<file path="src/rtl/cache_ctrl_fsm.sv">
// Sequencing controller for a 2-way write-back, write-allocate cache: TLB wait, tag compare,
// word-serial writeback/refill bursts; owns tag/valid/dirty/LRU state. Hit: ready 3 cycles after request.
module cache_ctrl_fsm #(
  parameter int ADDR_W   = 10,
  parameter int INDEX_W  = 2,
  parameter int OFFSET_W = 2
) (
  input  logic                clk,
  input  logic                rst,
  input  logic                cpu_req,
  input  logic                cpu_write,
  input  logic [ADDR_W-1:0]   cpu_address,
  input  logic                tlb_end,
  output logic                cpu_ready,
  output logic                cpu_hit,
  output logic                busy,
  output logic                da_way,
  output logic [INDEX_W-1:0]  da_index,
  output logic [OFFSET_W-1:0] da_word,
  output logic                da_we,
  output logic                da_sel_mem,
  output logic                mem_req,
  output logic                mem_write,
  output logic [ADDR_W-1:0]   mem_addr,
  input  logic                mem_ack
);

  localparam int TAG_W = ADDR_W - INDEX_W - OFFSET_W;
  localparam int SETS  = 1 << INDEX_W;

  typedef enum logic [2:0] {
    S_IDLE, S_TLB_WAIT, S_COMPARE, S_WBACK, S_FILL, S_DONE
  } state_t;

  state_t                             state_q;
  logic                               write_q;
  logic [ADDR_W-1:0]                  addr_q;
  logic                               first_miss_q;
  logic                               victim_q;
  logic [OFFSET_W-1:0]                cnt_q;
  logic                               cpu_ready_q;
  logic                               cpu_hit_q;
  logic                               busy_q;
  logic                               mem_req_q;
  logic                               mem_write_q;
  logic [1:0][SETS-1:0][TAG_W-1:0]    tag_q;
  logic [1:0][SETS-1:0]               valid_q;
  logic [1:0][SETS-1:0]               dirty_q;
  logic [SETS-1:0]                    lru_q;

  logic [TAG_W-1:0]    req_tag;
  logic [INDEX_W-1:0]  idx;
  logic [OFFSET_W-1:0] off;
  logic                hit0, hit1, hit;
  logic                victim_d;
  logic                last_beat;

  assign req_tag   = addr_q[ADDR_W-1 -: TAG_W];
  assign idx       = addr_q[OFFSET_W +: INDEX_W];
  assign off       = addr_q[OFFSET_W-1:0];
  assign hit0      = valid_q[0][idx] && (tag_q[0][idx] == req_tag);
  assign hit1      = valid_q[1][idx] && (tag_q[1][idx] == req_tag);
  assign hit       = hit0 | hit1;
  // Invalid ways are filled before any valid block is evicted.
  assign victim_d  = !valid_q[0][idx] ? 1'b0 : (!valid_q[1][idx] ? 1'b1 : lru_q[idx]);
  assign last_beat = mem_ack && (cnt_q == {OFFSET_W{1'b1}});

  always_ff @(posedge clk or posedge rst) begin
    if (rst) begin
      state_q      <= S_IDLE;
      write_q      <= 1'b0;
      addr_q       <= '0;
      first_miss_q <= 1'b0;
      victim_q     <= 1'b0;
      cnt_q        <= '0;
      cpu_ready_q  <= 1'b0;
      cpu_hit_q    <= 1'b0;
      busy_q       <= 1'b0;
      mem_req_q    <= 1'b0;
      mem_write_q  <= 1'b0;
      tag_q        <= '0;
      valid_q      <= '0;
      dirty_q      <= '0;
      lru_q        <= '0;
    end else begin
      case (state_q)
        S_IDLE: begin
          if (cpu_req) begin
            write_q      <= cpu_write;
            addr_q       <= cpu_address;
            first_miss_q <= 1'b0;
            busy_q       <= 1'b1;
            state_q      <= S_TLB_WAIT;
          end
        end
        S_TLB_WAIT: begin
          if (tlb_end) state_q <= S_COMPARE;
        end
        S_COMPARE: begin
          if (hit) begin
            if (write_q) dirty_q[hit1][idx] <= 1'b1;
            lru_q[idx]  <= ~hit1;
            cpu_ready_q <= 1'b1;
            cpu_hit_q   <= ~first_miss_q;
            state_q     <= S_DONE;
          end else begin
            first_miss_q <= 1'b1;
            victim_q     <= victim_d;
            cnt_q        <= '0;
            mem_req_q    <= 1'b1;
            if (valid_q[victim_d][idx] && dirty_q[victim_d][idx]) begin
              mem_write_q <= 1'b1;
              state_q     <= S_WBACK;
            end else begin
              mem_write_q <= 1'b0;
              state_q     <= S_FILL;
            end
          end
        end
        S_WBACK: begin
          if (mem_ack) cnt_q <= cnt_q + 1'b1;
          if (last_beat) begin
            dirty_q[victim_q][idx] <= 1'b0;
            mem_write_q            <= 1'b0;
            state_q                <= S_FILL;
          end
        end
        S_FILL: begin
          if (mem_ack) cnt_q <= cnt_q + 1'b1;
          // Re-compare after the refill performs any pending write.
          if (last_beat) begin
            tag_q[victim_q][idx]   <= req_tag;
            valid_q[victim_q][idx] <= 1'b1;
            dirty_q[victim_q][idx] <= 1'b0;
            mem_req_q              <= 1'b0;
            state_q                <= S_COMPARE;
          end
        end
        S_DONE: begin
          cpu_ready_q <= 1'b0;
          cpu_hit_q   <= 1'b0;
          busy_q      <= 1'b0;
          state_q     <= S_IDLE;
        end
        default: state_q <= S_IDLE;
      endcase
    end
  end

  always_comb begin
    da_way     = 1'b0;
    da_index   = '0;
    da_word    = '0;
    da_we      = 1'b0;
    da_sel_mem = 1'b0;
    mem_addr   = '0;
    case (state_q)
      S_COMPARE: begin
        da_way   = hit1;
        da_index = idx;
        da_word  = off;
        da_we    = hit & write_q;
      end
      S_WBACK: begin
        da_way   = victim_q;
        da_index = idx;
        da_word  = cnt_q;
        mem_addr = {tag_q[victim_q][idx], idx, cnt_q};
      end
      S_FILL: begin
        da_way     = victim_q;
        da_index   = idx;
        da_word    = cnt_q;
        da_we      = mem_ack;
        da_sel_mem = mem_ack;
        mem_addr   = {req_tag, idx, cnt_q};
      end
      default: ;
    endcase
  end

  assign cpu_ready = cpu_ready_q;
  assign cpu_hit   = cpu_hit_q;
  assign busy      = busy_q;
  assign mem_req   = mem_req_q;
  assign mem_write = mem_write_q;

endmodule
</file>
<file path="config.mk">
export PLATFORM = sky130hd
export DESIGN_NAME = cache_ctrl_fsm
export DESIGN_NICKNAME = d
export VERILOG_FILES = /design/src/rtl/cache_ctrl_fsm.sv
export SDC_FILE = /design/constraint.sdc
export NUM_CORES = 1
export LEC_CHECK = 0
export CAP_MARGIN = 40
export CORE_ASPECT_RATIO = 0.8
export CORE_UTILIZATION = 63
export DETAILED_ROUTE_END_ITERATION = 8
export PLACE_DENSITY = 0.9
export RECOVER_POWER = 100
export SYNTH_ARGS = -nofsm -noshare
export SYNTH_HDL_FRONTEND = slang
export SYNTH_SLANG_ARGS = --single-unit
</file>
<file path="constraint.sdc">
create_clock -name clk -period 5.2 [get_ports clk]
set_input_delay 0.52 -clock clk [delete_from_list [all_inputs] [get_ports clk]]
set_output_delay 0.52 -clock clk [all_outputs]
set_load 0.02 [all_outputs]
</file>
Yosys cells after proc, flatten, opt, wreduce, memory -nomap -nowiden
Index checks and enable logic that the tools add are counted.
{"block": "word_totals", "memories": 0, "latchBits": 0, "ram_bits": 0, "output_inout_bits": 22, "ff_bits": 91, "inputBits": 16, "rom_bits": 0}
{"block": "classes", "n_eq_ne": 17, "bitwise_logic": 9, "reduce_logical": 28, "mux": 70, "multipliers": 0, "div_mod_pow": 0, "n_addsub": 1, "shifts": 0, "order_cmp": 7}
{"cell": "24-bit 2-to-1 mux", "n": 3}
{"cell": "48-bit bitwise mux", "n": 1}
{"cell": "6-bit binary-select mux with 2-bit select", "n": 3}
{"cell": "24-bit demux with 1-bit select", "n": 1}
{"cell": "4-bit 2-to-1 mux", "n": 6}
{"cell": "6-bit 2-to-1 mux", "n": 4}
{"cell": "8-bit 2-to-1 mux", "n": 3}
{"cell": "10-bit one-hot mux with 2 select lines", "n": 1}
{"cell": "3-bit 2-to-1 mux", "n": 6}
{"cell": "1-bit 2-to-1 mux", "n": 17}
{"cell": "8-bit OR", "n": 2}
{"cell": "1-bit one-hot mux with 2 select lines", "n": 8}
{"cell": "8-bit one-hot mux with 2 select lines", "n": 1}
{"cell": "3-bit one-hot mux with 5 select lines", "n": 1}
{"cell": "2-bit inequality test (second input constant)", "n": 7}
{"cell": "6-bit demux with 2-bit select", "n": 1}
{"cell": "6-bit equality test", "n": 2}
{"cell": "2-bit AND reduction", "n": 6}
{"cell": "3-bit AND reduction", "n": 4}
{"cell": "2-bit nonzero test", "n": 6}
{"cell": "1-bit binary-select mux with 2-bit select", "n": 5}
{"cell": "8-bit AND", "n": 1}
{"cell": "4-bit demux with 1-bit select", "n": 2}
{"cell": "8-bit NOT", "n": 1}
{"cell": "22 further kinds", "n": 40}

Depth between registers and ports, before layout
{"block": "depth", "depth_word": 12, "ltp_mapped": 10, "ltp_nobuf": 7}

Worst setup path after synthesis
Ideal clock, no wire load.
{"block": "synth_timing", "path_kind": "register to output", "start": "register addr_q[2]", "end": "output da_we", "path_stages_with_launch": 9, "required_ns": 4.680, "setup_slack_ns": 2.612, "arrival_time_ns": 2.068, "cell_sequence": "dfrtp_1 -> buf_6 -> mux4_2 -> xnor2_1 -> nand3_1 -> a211oi_4 -> a41o_1 -> buf_6 -> a21o_1"}
{"block": "synth_via", "elab_chain_len": 7, "elab_cells_between_ends": 15, "cone_classes": "eq/ne: 2; mux: 9; bitwise: 2; reduce/logical: 2"}
{"item": "start, declared", "line": "37", "text": "logic [ADDR_W-1:0] addr_q;"}
{"item": "start signal, assigned", "line": "90", "text": "addr_q <= cpu_address;"}
{"item": "6-bit binary-select mux with 2-bit select, on equally long branches", "line": "61, 62"}
{"item": "6-bit 2-to-1 mux, on equally long branches", "line": "61, 62"}
{"item": "6-bit equality test, on equally long branches", "line": "61, 62"}
{"item": "1-bit logical AND, on equally long branches", "line": "61, 62"}
{"item": "1-bit OR *", "line": "63", "text": "assign hit = hit0 | hit1;"}
{"item": "1-bit AND *", "line": "162", "text": "da_we = hit & write_q;"}
{"item": "1-bit one-hot mux with 2 select lines *", "line": "157", "text": "case (state_q)"}
{"item": "end, declared", "line": "20", "text": "output logic da_we,"}
Mark *: on every way between the ends. The rest lies on a longest branch, timed or not. The select of a mux whose other input is x is not followed.

Final worst setup path
Same ends and word-level chain as after synthesis.

==> out/results.tsv <==
stage	metric	value	unit
status	run status	finished, violations left	
status	failing checks	max-capacitance violations, max-slew violations	
floorplanning	Die ar.	7820	um2
detailed_routing	wire length per cell	20.4	um
yosys	syn nets	444	
power_and_ir_drop	Power Density	428	nW/um2
global_routing	largest net degree at the start of global routing	48	
finish	Post-Layout Cell Count	547	
floorplanning	IO Pins	38	
critical_path	Arr. time, crit path	4140	ps
detailed_routing	Starting DRT DRC Count	271	
critical_path	startpoint class of the critical path	register	
critical_path	Reg-to-Reg Start	addr_q[2]	
finish	final net count	472	
hold_path	hold depth	1	
yosys	Synth Area in Simple Gates	10.7	%
sta	Finish-stage setup viols	0	
global_routing	vias in the first global route	3625	
floorplanning	Die Ht	79.3	um
clock_network	worst-skew pair later-pin latency	370	ps
place	dpl ws	1090	ps
place	GP Congestion	0.914	
power_and_ir_drop	Net Sw Power	0.936	mW
hold_path	hold endpoint	cpu_hit	
flow_run	Max Cap Viol	2	
yosys	Synth Instances	427	
yosys	Synth top area share	48.4	%
critical_path	CP endpoint kind	output pin	
hold_path	hold path start	first_miss_q	
yosys	Synth Area in XOR/XNOR	2.95	%
yosys	Area contributors post-synth	dfrtp_1 48%, mux2_2 14%, mux2i_1 4.3%, o21ai_0 3.6%, mux4_2 3.4%	
place	I/O Buffers	37	
clock_network	CTS clock-pin slew for the worst setup and hold paths	100	ps
detailed_routing	vias post-DR	3580	
critical_path	worst path required time	4680	ps
power_and_ir_drop	combinational power share	34.5	%
sta	endpoints failing hold	0	
yosys	sequential share of the synthesized area	48.4	%
clock_network	Post-CTS Setup Inserts	0	
place	HPWL after DPL	7.99	mm
power_and_ir_drop	Seq pwr share	45.3	%
yosys	compound-cell area share of the yosys netlist	11.8	%
finish	Syn-to-layout area delta	11.9	%
finish	ratio of cells with drive above 1 in the final layout	19.3	%
yosys	Yosys top cell by area	dfrtp_1	
detailed_routing	Final ANT Viol Nets	0	
hold_path	min-delay worst type	reg -> reg	
sta	Least-Margin Pin Slew	2420	ps
power_and_ir_drop	Clk pwr share	20.2	%
yosys	post-synthesis register bit count	91	
critical_path	worst-path fanout max	28	
power_and_ir_drop	Int Pwr	1.32	mW
power_and_ir_drop	Net Sw Frac	41.5	%
sta	RSZ-0062 raised after global routing	no	
sta	clk_skew	11.2	ps
clock_network	Max clock buf depth	2	
detailed_routing	WL final	11.2	mm
yosys	syn_area_per_cell	11.0	um2
yosys	Synth Area in Adders	0.266	%
finish	n_diodes	0	
finish	# fillers	478	
clock_network	CTS hold repair buffers	0	
yosys	combinational family with the most area after synthesis	multiplexers	
critical_path	flop2flop setup slack	1780	ps
yosys	synth unique cells	46	
critical_path	critical path class	reg -> out	
yosys	Top FF cell, synth	dfrtp_1	
sta	setup ws final	537	ps
critical_path	reg2reg end	cnt_q[1]	
yosys	ys async rst share	100	%
floorplanning	Chip Width	98.6	um
floorplanning	core area	7060	um2
floorplanning	initial core utilization	66.6	%
clock_network	CTS tree	done	
detailed_routing	DRC violations left	0	
global_routing	initial antenna violation count	0	
global_routing	gr ovfl total	0	
sta	minimum clock period	4660	ps
power_and_ir_drop	Peak VDD IR	297	uV
global_routing	GR Util All Layers	31.3	%
sta	Fmax	214	MHz
yosys	Synth Warn #	0	
clock_network	clk root buf	clkbuf_8	
yosys	Cell Area, Synth	4710	um2
yosys	multiplexer share of the synthesized area	22.4	%
floorplanning	FP Rows	27	
sta	final cycle utilization of the critical path	89.7	%
detailed_routing	drt first pass iters	6	
clock_network	Num CTS Buffers	9	
critical_path	r2r worst-path depth	8	
yosys	number of synthesized flops with an enable pin	0	
detailed_routing	vias per cell	6.54	
clock_network	post-CTS sizing	0	
place	Post-Place Cells	531	
sta	Slew headroom	-61.3	%
clock_network	TritonCTS Sinks	91	
global_routing	first-pass GRT wire length	18.5	mm
clock_network	# H-tree levels	3	
power_and_ir_drop	P_leak	2.43	nW
sta	Pins Over Slew Limit	94	
sta	Setup TNS	0	ps
power_and_ir_drop	Design Power	2.25	mW
## worst max-delay path by stage
stage	slack, ps	start	to
global route	340	addr_q[2]	da_we
detailed placement	1090	addr_q[2]	da_we
floorplan	2320	rst	addr_q[0]
CTS	640	addr_q[2]	da_we
finish	540	addr_q[2]	da_we
global placement	1210	addr_q[2]	da_we
## registers in the layout, indices dropped and copies added, names as in the netlist, 2 cells and up
| signal | count |
|---|---|
| dirty_q | 8 |
| cnt_q | 2 |
| lru_q | 4 |
| addr_q | 10 |
| tag_q | 48 |
| state_q | 3 |
| valid_q | 8 |
## through the flow
stage | util (%) | cell area (um2) | hold WS [ps]
global route | 74.6 | 5270 | 504
detailed placement | 72.2 | 5100 | 454
CTS | 74.8 | 5280 | 466
global placement | 72.1 | 5090 | 433
floorplan | - | 4710 | 418
finish | 74.6 | 5270 | 472
## power by group through the flow
| stage | clock network [mW] | logic (mW) | registers [mW] |
|---|---|---|---|
| final | 0.455 | 0.778 | 1.02 |
| after global routing | 0.486 | 0.842 | 1.04 |
| after floorplan | 0 | 0.670 | 0.895 |
| after detailed placement | 0 | 0.784 | 1.03 |
| after global placement | 0 | 0.754 | 1.02 |
| after CTS | 0.459 | 0.788 | 1.01 |
## cell usage after synthesis, drive strengths merged (3+ instances only)
| cell type | n |
|---|---|
| a211oi | 6 |
| a21o | 3 |
| a21oi | 20 |
| a31oi | 6 |
| and3 | 6 |
| buf | 9 |
| clkbuf | 15 |
| dfrtp | 91 |
| inv | 10 |
| mux2 | 57 |
| mux2i | 20 |
| mux4 | 9 |
| nand2 | 41 |
| nand2b | 8 |
| nand3 | 17 |
| nor2 | 18 |
| nor2b | 3 |
| nor3 | 6 |
| o21ai | 35 |
| o22ai | 6 |
| or2 | 4 |
| xnor2 | 5 |
| xor2 | 10 |
## kinds of logic after synthesis
family,after synthesis
xor gates and xnor gates,15
and+or+nand+nor,108
DFF,91
buffers and inverters,35
adders and majority gates,1
muxes,86
AOI/OAI and AO/OA,91
## placed cells by master, fill, tap and decap left out, types with 3 or more instances in the layout
| cell | instances |
|---|---|
| clkdlybuf4s50_1 | 13 |
| dlygate4sd3_1 | 24 |
| o21ai_0 | 35 |
| mux2i_1 | 20 |
| inv_6 | 4 |
| mux4_2 | 7 |
| and3_1 | 6 |
| o22ai_1 | 6 |
| or2_2 | 4 |
| a31oi_1 | 6 |
| inv_1 | 9 |
| a21o_1 | 3 |
| dfrtp_1 | 91 |
| xnor2_1 | 4 |
| mux2_2 | 57 |
| nor3_1 | 6 |
| nand2b_1 | 8 |
| nand2_1 | 41 |
| clkbuf_1 | 3 |
| nor2b_1 | 3 |
| nand3_1 | 17 |
| xor2_1 | 10 |
| nor2_1 | 18 |
| a21oi_1 | 20 |
| a211oi_1 | 5 |
| clkbuf_8 | 9 |
## routing by layer
metal	global-route usage [%]	vias up	wire length, um
li1	-	1594	-
met1	41.7	1759	4630
met2	50.8	192	5370
met3	6.78	35	887
met4	12.5	0	290
met5	0	-	0
## cell type report
cell class | count | area (um2) | area share [%]
flip-flops and latches | 91 | 2280 | 43.2
multi-input cells | 301 | 2260 | 43.0
repair buffers | 41 | 393 | 7.46
clock buffers | 10 | 128 | 2.42
well taps | 87 | 109 | 2.07
clock inverters | 6 | 55.1 | 1.05
inverters | 11 | 42.5 | 0.808
## worst max-delay path: stages (launching register included)
cell and delay, ps:
dfrtp_1 800, buf_4 430, mux4_2 570, xnor2_1 210, nand3_1 180, a211oi_4 310, a41o_1 410, a21o_1 190
dlygate4sd3_1 680
(Power assumes the default switching activity.)
